$ cat src/rtl/fetch_pkg.sv
// Shared definitions for the instruction fetch unit: pad instruction,
// instruction field positions and the fetch FSM state encoding.
package fetch_pkg;

  localparam logic [15:0] NOP_INSTR = 16'h0000;

  // Instruction field positions, shared with the decoder side of the pipeline
  localparam int OPCODE_MSB = 15;
  localparam int OPCODE_LSB = 12;
  localparam int IMM_BIT    = 11;
  localparam int RD_MSB     = 10;
  localparam int RD_LSB     = 8;
  localparam int RS1_MSB    = 7;
  localparam int RS1_LSB    = 5;
  localparam int RS2_MSB    = 4;
  localparam int RS2_LSB    = 2;

  typedef enum logic [1:0] {
    IDLE    = 2'd0,
    WAIT    = 2'd1,
    DISCARD = 2'd2
  } fetch_state_e;

  function automatic logic [3:0] getOpcode(input logic [15:0] instr);
    return instr[OPCODE_MSB:OPCODE_LSB];
  endfunction

endpackage

$ cat src/rtl/fetch_if.sv
// Instruction memory port: the fetch unit issues paired-instruction requests,
// the memory accepts them and later returns both halfwords together.
interface fetch_if;

  logic        imem_req;
  logic [15:0] imem_addr;
  logic        imem_ready;
  logic        imem_rvalid;
  logic [15:0] imem_rdata1;
  logic [15:0] imem_rdata2;

  modport master (
    output imem_req, imem_addr,
    input  imem_ready, imem_rvalid, imem_rdata1, imem_rdata2
  );

  modport slave (
    input  imem_req, imem_addr,
    output imem_ready, imem_rvalid, imem_rdata1, imem_rdata2
  );

endinterface

$ cat src/rtl/fetch_queue.sv
// Circular instruction queue: pushes two entries at a time, pops zero to two,
// flush empties it. Callers guarantee pop never exceeds the current count.
module fetch_queue #(
  parameter  int DEPTH = 8,
  localparam int PW    = $clog2(DEPTH),
  localparam int CW    = PW + 1
) (
  input  logic          clk,
  input  logic          rst,
  input  logic          flush_i,
  input  logic          push_i,
  input  logic [15:0]   data1_i,
  input  logic [15:0]   data2_i,
  input  logic [1:0]    pop_i,
  output logic [15:0]   head0_o,
  output logic [15:0]   head1_o,
  output logic [CW-1:0] count_o
);

  logic [15:0]   mem_q [DEPTH];
  logic [PW-1:0] headPtr_q, headPtr_d;
  logic [PW-1:0] tailPtr_q, tailPtr_d;
  logic [CW-1:0] count_q, count_d;

  always_comb begin
    headPtr_d = headPtr_q + PW'(pop_i);
    tailPtr_d = push_i ? tailPtr_q + PW'(2) : tailPtr_q;
    count_d   = count_q + (push_i ? CW'(2) : CW'(0)) - CW'(pop_i);
    if (flush_i) begin
      headPtr_d = '0;
      tailPtr_d = '0;
      count_d   = '0;
    end
  end

  always_ff @(posedge clk or posedge rst) begin
    if (rst) begin
      headPtr_q <= '0;
      tailPtr_q <= '0;
      count_q   <= '0;
    end else begin
      headPtr_q <= headPtr_d;
      tailPtr_q <= tailPtr_d;
      count_q   <= count_d;
    end
  end

  // Storage needs no reset: entries are only visible once counted
  always_ff @(posedge clk) begin
    if (push_i && !flush_i) begin
      mem_q[tailPtr_q]          <= data1_i;
      mem_q[tailPtr_q + PW'(1)] <= data2_i;
    end
  end

  assign head0_o = mem_q[headPtr_q];
  assign head1_o = mem_q[headPtr_q + PW'(1)];
  assign count_o = count_q;

endmodule

$ cat src/rtl/fetch_unit.sv
// Instruction fetch unit: keeps one paired request in flight, buffers the
// returned instructions and presents the two oldest to the issue stage.
module fetch_unit
  import fetch_pkg::*;
#(
  parameter int          DEPTH = 8,
  parameter logic [15:0] NOP   = NOP_INSTR
) (
  input  logic        clk,
  input  logic        rst,
  fetch_if.master     imem,
  input  logic        stall_in,
  input  logic        single_in,
  input  logic        redirect_valid,
  input  logic [15:0] redirect_pc,
  output logic [15:0] instr1_o,
  output logic [15:0] instr2_o,
  output logic [15:0] pc_o
);

  localparam int CW = $clog2(DEPTH) + 1;

  fetch_state_e  state_q;
  logic [15:0]   fetchPc_q;
  logic [15:0]   headPc_q;
  logic [CW-1:0] count;
  logic [15:0]   head0;
  logic [15:0]   head1;
  logic [1:0]    popReq;
  logic [1:0]    pop;
  logic [CW:0]   freeSlots;
  logic          canFetch;
  logic          accept;
  logic          respValid;
  logic          push;

  // Free space counts this cycle's pop, so a request can go out the same
  // cycle the issue stage drains a full queue
  always_comb begin
    popReq = stall_in ? 2'd0 : (single_in ? 2'd1 : 2'd2);
    pop    = ({{(CW-2){1'b0}}, popReq} > count) ? count[1:0] : popReq;
    if (redirect_valid) begin
      pop = 2'd0;
    end
    freeSlots = (CW+1)'(DEPTH) - {1'b0, count} + (CW+1)'(pop);
    canFetch  = (state_q == IDLE) && !redirect_valid && (freeSlots >= (CW+1)'(2));
  end

  assign accept    = canFetch && imem.imem_ready;
  assign respValid = (state_q != IDLE) && imem.imem_rvalid;
  assign push      = (state_q == WAIT) && imem.imem_rvalid && !redirect_valid;

  assign imem.imem_req  = canFetch && !rst;
  assign imem.imem_addr = fetchPc_q;

  always_ff @(posedge clk or posedge rst) begin
    if (rst) begin
      state_q   <= IDLE;
      fetchPc_q <= '0;
      headPc_q  <= '0;
    end else if (redirect_valid) begin
      fetchPc_q <= redirect_pc;
      headPc_q  <= redirect_pc;
      state_q   <= ((state_q == IDLE) || respValid) ? IDLE : DISCARD;
    end else begin
      headPc_q <= headPc_q + 16'(pop);
      unique case (state_q)
        IDLE: begin
          if (accept) begin
            state_q <= WAIT;
          end
        end
        WAIT: begin
          if (imem.imem_rvalid) begin
            state_q   <= IDLE;
            fetchPc_q <= fetchPc_q + 16'd2;
          end
        end
        DISCARD: begin
          if (imem.imem_rvalid) begin
            state_q <= IDLE;
          end
        end
        default: state_q <= IDLE;
      endcase
    end
  end

  fetch_queue #(.DEPTH(DEPTH)) uQueue (
    .clk     (clk),
    .rst     (rst),
    .flush_i (redirect_valid),
    .push_i  (push),
    .data1_i (imem.imem_rdata1),
    .data2_i (imem.imem_rdata2),
    .pop_i   (pop),
    .head0_o (head0),
    .head1_o (head1),
    .count_o (count)
  );

  assign instr1_o = (redirect_valid || (count == '0))      ? NOP : head0;
  assign instr2_o = (redirect_valid || (count < CW'(2)))   ? NOP : head1;
  assign pc_o     = headPc_q;

endmodule

$ cat src/flat_wrapper.sv
// flat-port wrapper written by rule: the top's interface ports become plain ports
module fetch_unit_flat import fetch_pkg::*;
#(
  parameter int          DEPTH = 8,
  parameter logic [15:0] NOP   = NOP_INSTR
)
  (clk, rst, stall_in, single_in, redirect_valid, redirect_pc, instr1_o, instr2_o, pc_o, imem_imem_req, imem_imem_addr, imem_imem_ready, imem_imem_rvalid, imem_imem_rdata1, imem_imem_rdata2);
  fetch_if imem_i ();
  input  logic clk;
  input  logic rst;
  input  logic stall_in;
  input  logic single_in;
  input  logic redirect_valid;
  input  logic [15:0] redirect_pc;
  output logic [15:0] instr1_o;
  output logic [15:0] instr2_o;
  output logic [15:0] pc_o;
  output wire logic [$bits(imem_i.imem_req)-1:0] imem_imem_req;
  output wire logic [$bits(imem_i.imem_addr)-1:0] imem_imem_addr;
  input wire logic [$bits(imem_i.imem_ready)-1:0] imem_imem_ready;
  input wire logic [$bits(imem_i.imem_rvalid)-1:0] imem_imem_rvalid;
  input wire logic [$bits(imem_i.imem_rdata1)-1:0] imem_imem_rdata1;
  input wire logic [$bits(imem_i.imem_rdata2)-1:0] imem_imem_rdata2;
  assign imem_imem_req = imem_i.imem_req;
  assign imem_imem_addr = imem_i.imem_addr;
  assign imem_i.imem_ready = imem_imem_ready;
  assign imem_i.imem_rvalid = imem_imem_rvalid;
  assign imem_i.imem_rdata1 = imem_imem_rdata1;
  assign imem_i.imem_rdata2 = imem_imem_rdata2;
  fetch_unit #(.DEPTH(DEPTH), .NOP(NOP)) u_core (.clk(clk), .rst(rst), .imem(imem_i), .stall_in(stall_in), .single_in(single_in), .redirect_valid(redirect_valid), .redirect_pc(redirect_pc), .instr1_o(instr1_o), .instr2_o(instr2_o), .pc_o(pc_o));
endmodule
$ cat config.mk
export PLATFORM = sky130hd
export DESIGN_NAME = fetch_unit_flat
export DESIGN_NICKNAME = d
export VERILOG_FILES = /design/src/rtl/fetch_pkg.sv /design/src/rtl/fetch_if.sv /design/src/rtl/fetch_queue.sv /design/src/rtl/fetch_unit.sv /design/src/flat_wrapper.sv
export SDC_FILE = /design/constraint.sdc
export NUM_CORES = 1
export LEC_CHECK = 0
export ABC_AREA = 1
export CORE_ASPECT_RATIO = 1.2
export CORE_MARGIN = 10
export CORE_UTILIZATION = 45
export DETAILED_ROUTE_END_ITERATION = 10
export GPL_ROUTABILITY_DRIVEN = 0
export PLACE_DENSITY = 0.67
export SETUP_SLACK_MARGIN = 0.2
export SLEW_MARGIN = 30
export SYNTH_ARGS = -nofsm -noshare
export SYNTH_HDL_FRONTEND = slang
export SYNTH_SLANG_ARGS = --single-unit
$ cat constraint.sdc
create_clock -name clk -period 6.3 [get_ports clk]
set_input_delay 1.26 -clock clk [delete_from_list [all_inputs] [get_ports clk]]
set_output_delay 1.26 -clock clk [all_outputs]
set_load 0.01 [all_outputs]
After elaboration in Yosys (flattened, before gate mapping)
Memory sizes are Yosys's and may differ from the RTL's.
Index checks and enable logic that the tools add are counted.
{ "classes": {"eq_ne": 4, "n_reduce_logical": 22, "order_cmp": 3, "n_addsub": 10, "mux": 22} }
{ "ops": {"columns": ["cell", "n"], "rows": [
  ["2-to-1 mux 16 bit", 6],
  ["2-to-1 mux 2 bit", 9],
  ["adder 16 x 2 -> 16 bit", 1],
  ["adder 16 x 2 -> 16 bit (second input constant)", 1],
  ["2-to-1 mux 3 bit", 3],
  ["logical AND 1 bit", 8],
  ["nonzero test 2 bit", 4],
  ["adder 3 x 1 -> 3 bit (second input constant)", 2],
  ["adder 5 x 2 -> 5 bit", 1],
  [">= comparator 5 x 2 -> 1 bit (second input constant)", 1],
  ["subtractor 4 x 4 -> 5 bit (first input constant)", 1],
  ["adder 4 x 2 -> 4 bit", 1],
  ["> comparator 2 x 4 -> 1 bit", 1],
  ["logical NOT 4 bit", 1],
  ["less-than comparator 4 x 2 -> 1 bit (second input constant)", 1],
  ["2-to-1 mux 4 bit", 1],
  ["case mux 2 bit (2 select lines)", 1],
  ["AND reduction 2 bit", 2],
  ["subtractor 4 x 2 -> 4 bit", 1],
  ["adder 3 x 2 -> 3 bit", 1],
  ["adder 3 x 2 -> 3 bit (second input constant)", 1],
  ["logical OR 1 bit", 3],
  ["!= test 3 x 1 -> 1 bit (second input constant)", 1],
  ["!= test 3 x 2 -> 1 bit (second input constant)", 1],
  ["other kinds (6)", 8]
]} }
{ "word_totals": {"word_cells": 68, "reg_bits": 44, "out_inout_bits": 65, "input_bits": 55, "mem_count": 1, "ram_bits": 128} }
{ "mem_list": {"columns": ["memory", "depth", "width", "rd", "rd_ports_with_merged_regs", "write_ports", "line_no", "source"], "rows": [
  ["u_core.uQueue.mem_q", 8, 16, 2, 0, 2, "fetch_queue.sv:20", "logic [15:0] mem_q [DEPTH];"]
]} }

Logic depth before layout (Yosys ltp)
{ "logic_depth": {"depth_word": 12, "depth_mapped": 22} }

Cells and area by module
A second synthesis with hierarchy kept.
{ "unflattened": {"cells_unflattened": 1492, "area_unflattened_um2": 10879.2} }
{ "modules_own_cells": {"columns": ["module", "n_inst", "seq_area_each_um2", "cells_each", "area_per_inst_um2"], "rows": [
  ["fetch_queue", 1, 4068.9, 1089, 8295.5],
  ["fetch_unit", 1, 850.8, 403, 2583.7]
]} }

Least setup slack after synthesis
OpenSTA, ideal clock, no wires.
{ "synth_timing": {"path_kind": "input to output", "startpoint": "input port stall_in", "endpoint": "output port imem_imem_req", "slack_ns": 1.962, "path_buffers": 0, "required_ns": 5.040, "arrival_time_ns": 3.078, "cell_stages": 16, "path_cell_list": "inv_1 -> nand2_1 -> ha_1 -> a21oi_1 -> nand2_1 -> inv_1 -> nand2_1 -> nand3_1 -> inv_1 -> fa_1 -> inv_1 -> nand2_1 -> nor2_1 -> nand3_1 -> nand4_1 -> inv_1"} }
{ "synth_between": {"elab_chain_len": 8} }
{ "synth_rtl": {"columns": ["element", "line_no", "source"], "rows": [
  ["from (decl)", "flat_wrapper.sv:11", "input logic stall_in;"],
  ["2-to-1 mux 2 bit (*)", "fetch_unit.sv:40", "popReq = stall_in ? 2'd0 : (single_in ? 2'd1 : 2'd2);"],
  ["> comparator 2 x 4 -> 1 bit", "fetch_unit.sv:41", "pop = ({{(CW-2){1'b0}}, popReq} > count) ? count[1:0] : popReq;"],
  ["2-to-1 mux 2 bit (*)", "fetch_unit.sv:41", null],
  ["2-to-1 mux 2 bit (*)", "fetch_unit.sv:42", "if (redirect_valid) begin"],
  ["adder 5 x 2 -> 5 bit (*)", "fetch_unit.sv:45", "freeSlots = (CW+1)'(DEPTH) - {1'b0, count} + (CW+1)'(pop);"],
  [">= comparator 5 x 2 -> 1 bit (*)", "fetch_unit.sv:46", "canFetch = (state_q == IDLE) && !redirect_valid && (freeSlots >= (CW+1)'(2));"],
  ["logical AND 1 bit (*)", "fetch_unit.sv:46", null],
  ["logical AND 1 bit (*)", "fetch_unit.sv:53", "assign imem.imem_req = canFetch && !rst;"],
  ["to (decl)", "flat_wrapper.sv:18", "output wire logic [$bits(imem_i.imem_req)-1:0] imem_imem_req;"]
]} }
Mark *: on every way between the ends. The rest lies on a longest branch, timed or not.

Worst setup path in the final report
Same ends and word-level chain as after synthesis.

==> impl_metrics.ini <==
[outcome]
status = complete, no violations

[worst_setup_path]
critPathMaxFanout = 5
critPathKind = in -> out
cp-start-kind = primary input
cp.required_ps = 5040
cp-end-kind = output port
critical_path.max_stage_delay_ps = 530
worstPathCellList = clkdlybuf4s50_1 > inv_1 > nand2_1 > ha_1 > a21oi_1 > nand2_1 > inv_1 > nand2_1 > nand3_1 > inv_1 > fa_1 > nand3_1 > nand3_1 > nand3_1 > nand4_1 > inv_1 > clkdlybuf4s50_1
cp.arrival_ps = 4240
crit_slowest_cell = clkdlybuf4s50_1

[timing]
worst_pin_slew_ps = 955
fin_crit_sh_pct = 87.3
hold_violations = 0
worst_clock_skew_ps = 8.27
rsz0062_at_grt = false
finalSetupTns_ps = 0
post-route-min-period_ps = 5500
fmax_ghz = 0.182
setup_viol = 0
slew_violations = 0
relSlewSlack_pct = 36.3

[place]
portBuffers = 119
place_hpwl_um = 18300
dpl_cell_area_mm2 = 0.0111

[run]
drv_cap = 0

[floorplan]
die_area_mm2 = 0.0284
die_x_um = 156
rows = 59
num_io_pins = 120
core_mm2 = 0.0217
initial_core_util_pct = 45.8
die_h_um = 183

[synthesis]
synth_xor_area_share_pct = 0.718
synthCells = 1229
synth.distinct_cells = 35
synth_top_family_by_area = simple AND/OR/NAND/NOR gates
yosys_warnings = 0
syn_avg_cell_area_um2 = 8.08
synthMuxAreaShare_pct = 0
synth_edf_count = 128
synth_adder_area_share_pct = 3.40
synth_compound_area_share_pct = 17.1
synth_simple_gate_area_share_pct = 19.7
seq_area_frac_synth_pct = 49.5
synth-async-reset-ratio_pct = 25.1
syn_nets = 1308
netlist_area_mm2 = 0.00993
synth-seq-cells = 171
synth-main-ff-cell = edfxtp_1

[route]
drc = 0
antenna_left = 0
vias_per_cell = 5.45
drt-total-wl_um = 28300
drtIter0Drc = 765
dr.pass1.iters = 5
wl_per_cell_um = 18.1
vias = 8526

[power_and_ir_drop]
p_per_area_mw_per_mm2 = 359
irDropWorstVdd_uv = 243
cellLeakagePower_nw = 4.85

[global_route]
grt_antenna_before_repair = 1
grt_pass1_vias = 8490
grt_pass1_wl_um = 44300
gr-usage-met1_pct = 23.3
grt_max_degree = 117
met3_usage_pct = 5.38
globalRoute.totalOverflow = 0
use_met2_pct = 32.6
grt_use_total_pct = 19.6
grt.busiest_layer = met2

[clock_network]
clock-root-buffer = clkbuf_16
clk_path_buf_depth = 2
postCtsSetupBuffers = 0
cts_resized = 0
cts_num_sinks = 171
tritoncts = built
path_clk_slew_ps = 70
hold_buffers = 0
insertion_delay_ps = 430
cts_buffers = 17
h-tree-depth = 4

[cells_and_area]
stdcell_area_mm2 = 0.0117
area_growth_pct = 17.6
drive_gt1_share_pct = 4.65
final_nets = 1357
antenna_cells = 0
n_fill_cell = 1964

[hold_path]
hp-class = reg -> reg
kinds of logic after synthesis:
logic type | after synthesis
AO/OA/AOI/OAI | 321
AND/OR/NAND/NOR | 484
flip-flops | 171
XOR/XNOR | 6
adder cells (fa/ha/maj) | 24
buffers and inverters | 223
cell type report:
cell class,count,area [um^2],share of cell area [%]
well taps,274,343,2.93
clock buffers,18,429,3.67
repair buffers,128,1260,10.8
multi-input cells,835,4070,34.8
flip-flops and latches,171,4920,42.1
inverters,125,474,4.06
clock inverters,14,184,1.57
through the flow:
| step | setup slack, ps | hold WS (ps) | utilization (%) | cells | total power [W] |
|---|---|---|---|---|---|
| finish | 798 | 479 | 53.8 | 1565 | 0.00419 |
| global route | 516 | 493 | 53.8 | 1565 | 0.00449 |
| CTS | 749 | 484 | 53.8 | 1565 | 0.00420 |
| detailed placement | 770 | 462 | 51.0 | 1533 | 0.00311 |
| global placement | 847 | 464 | 51.0 | 1533 | 0.00308 |
| floorplan | 1960 | 468 | - | 1229 | 0.00251 |
cells in the final DEF, fill, tap and decap left out, types with 5 or more instances in the layout:
cell / n
inv_2: 6
inv_1: 117
fa_1: 5
nor2_1: 109
o211ai_1: 20
inv_6: 6
nor3_1: 7
nand2_1: 289
a31oi_1: 9
o21ai_0: 177
nand4_1: 7
o22ai_1: 8
clkbuf_16: 17
clkdlybuf4s50_1: 119
edfxtp_1: 128
or2_2: 6
o21ai_1: 19
ha_1: 19
buf_4: 9
nand3_1: 61
o21bai_1: 5
a21oi_1: 79
dfrtp_1: 42
worst paths after layout:
| check | cells after the start | slack [ps] | end | startpoint |
|---|---|---|---|---|
| max in group asynchronous | 3 | 4580 | u_core.uQueue.headPtr_q[0]$_DFF_PP0_ | rst |
| worst max-delay path | 17 | 800 | imem_imem_req | stall_in |
| worst min-delay path | 2 | 480 | u_core.imem.imem_addr[0]$_DFFE_PP0P_ | u_core.imem.imem_addr[0]$_DFFE_PP0P_ |
| min in group asynchronous | 3 | 1290 | u_core.imem.imem_addr[9]$_DFFE_PP0P_ | rst |
| worst max register to register | 14 | 3280 | u_core.uQueue.count_o[3]$_DFF_PP0_ | u_core.uQueue.count_o[1]$_DFF_PP0_ |
| worst min register to register | 2 | 480 | u_core.imem.imem_addr[0]$_DFFE_PP0P_ | u_core.imem.imem_addr[0]$_DFFE_PP0P_ |
cell usage after synthesis, types with 5 or more instances:
master	count	area share, %
o21ai_0	177	8.9
buf_6	7	0.79
or2_2	6	0.38
o22ai_1	8	0.50
o21ai_1	19	0.96
buf_2	34	1.7
o211ai_1	20	1.5
a21oi_1	79	4.0
a31oi_1	9	0.57
inv_2	5	0.19
nor2_1	109	4.1
nor3_1	7	0.35
nand4_1	7	0.44
edfxtp_1	128	39
dfrtp_1	43	11
inv_1	118	4.5
nand2_1	291	11
ha_1	19	2.4
clkbuf_1	52	2.0
o21bai_1	5	0.38
fa_1	5	1.0
nand3_1	61	3.1
routing by layer:
metal,wire length (um),vias to the layer above
li1,-,4183
met1,11400,3957
met2,13600,330
met3,2420,54
met4,748,2
met5,13,-
where the power goes:
| group | internal, W | switching, W | leakage [nW] | total [W] |
|---|---|---|---|---|
| combinational | 0.000645 | 0.00106 | 2.87 | 0.00170 |
| clock | 0.000634 | 0.000465 | 0.298 | 0.00110 |
| sequential | 0.00129 | 0.0000966 | 1.69 | 0.00139 |
state kept, by name, indices dropped and copies added, names as in the netlist:
register / flops
u_core.uQueue.mem_q: 128
u_core.imem.imem_addr: 16
u_core.pc_o: 16
u_core.uQueue.count_o: 4
u_core.uQueue.headPtr_q: 3
u_core.state_q: 2
u_core.uQueue.tailPtr_q: 2
worst max-delay path, delay by kind of cell:
kind                     cells  cell delay, ps
buffers and inverters        6            1390
AND/OR/NAND/NOR              8             740
adder cells (fa/ha/maj)      2             690
AO/OA/AOI/OAI                1             140
No activity file was read; power rests on OpenSTA's default activity.
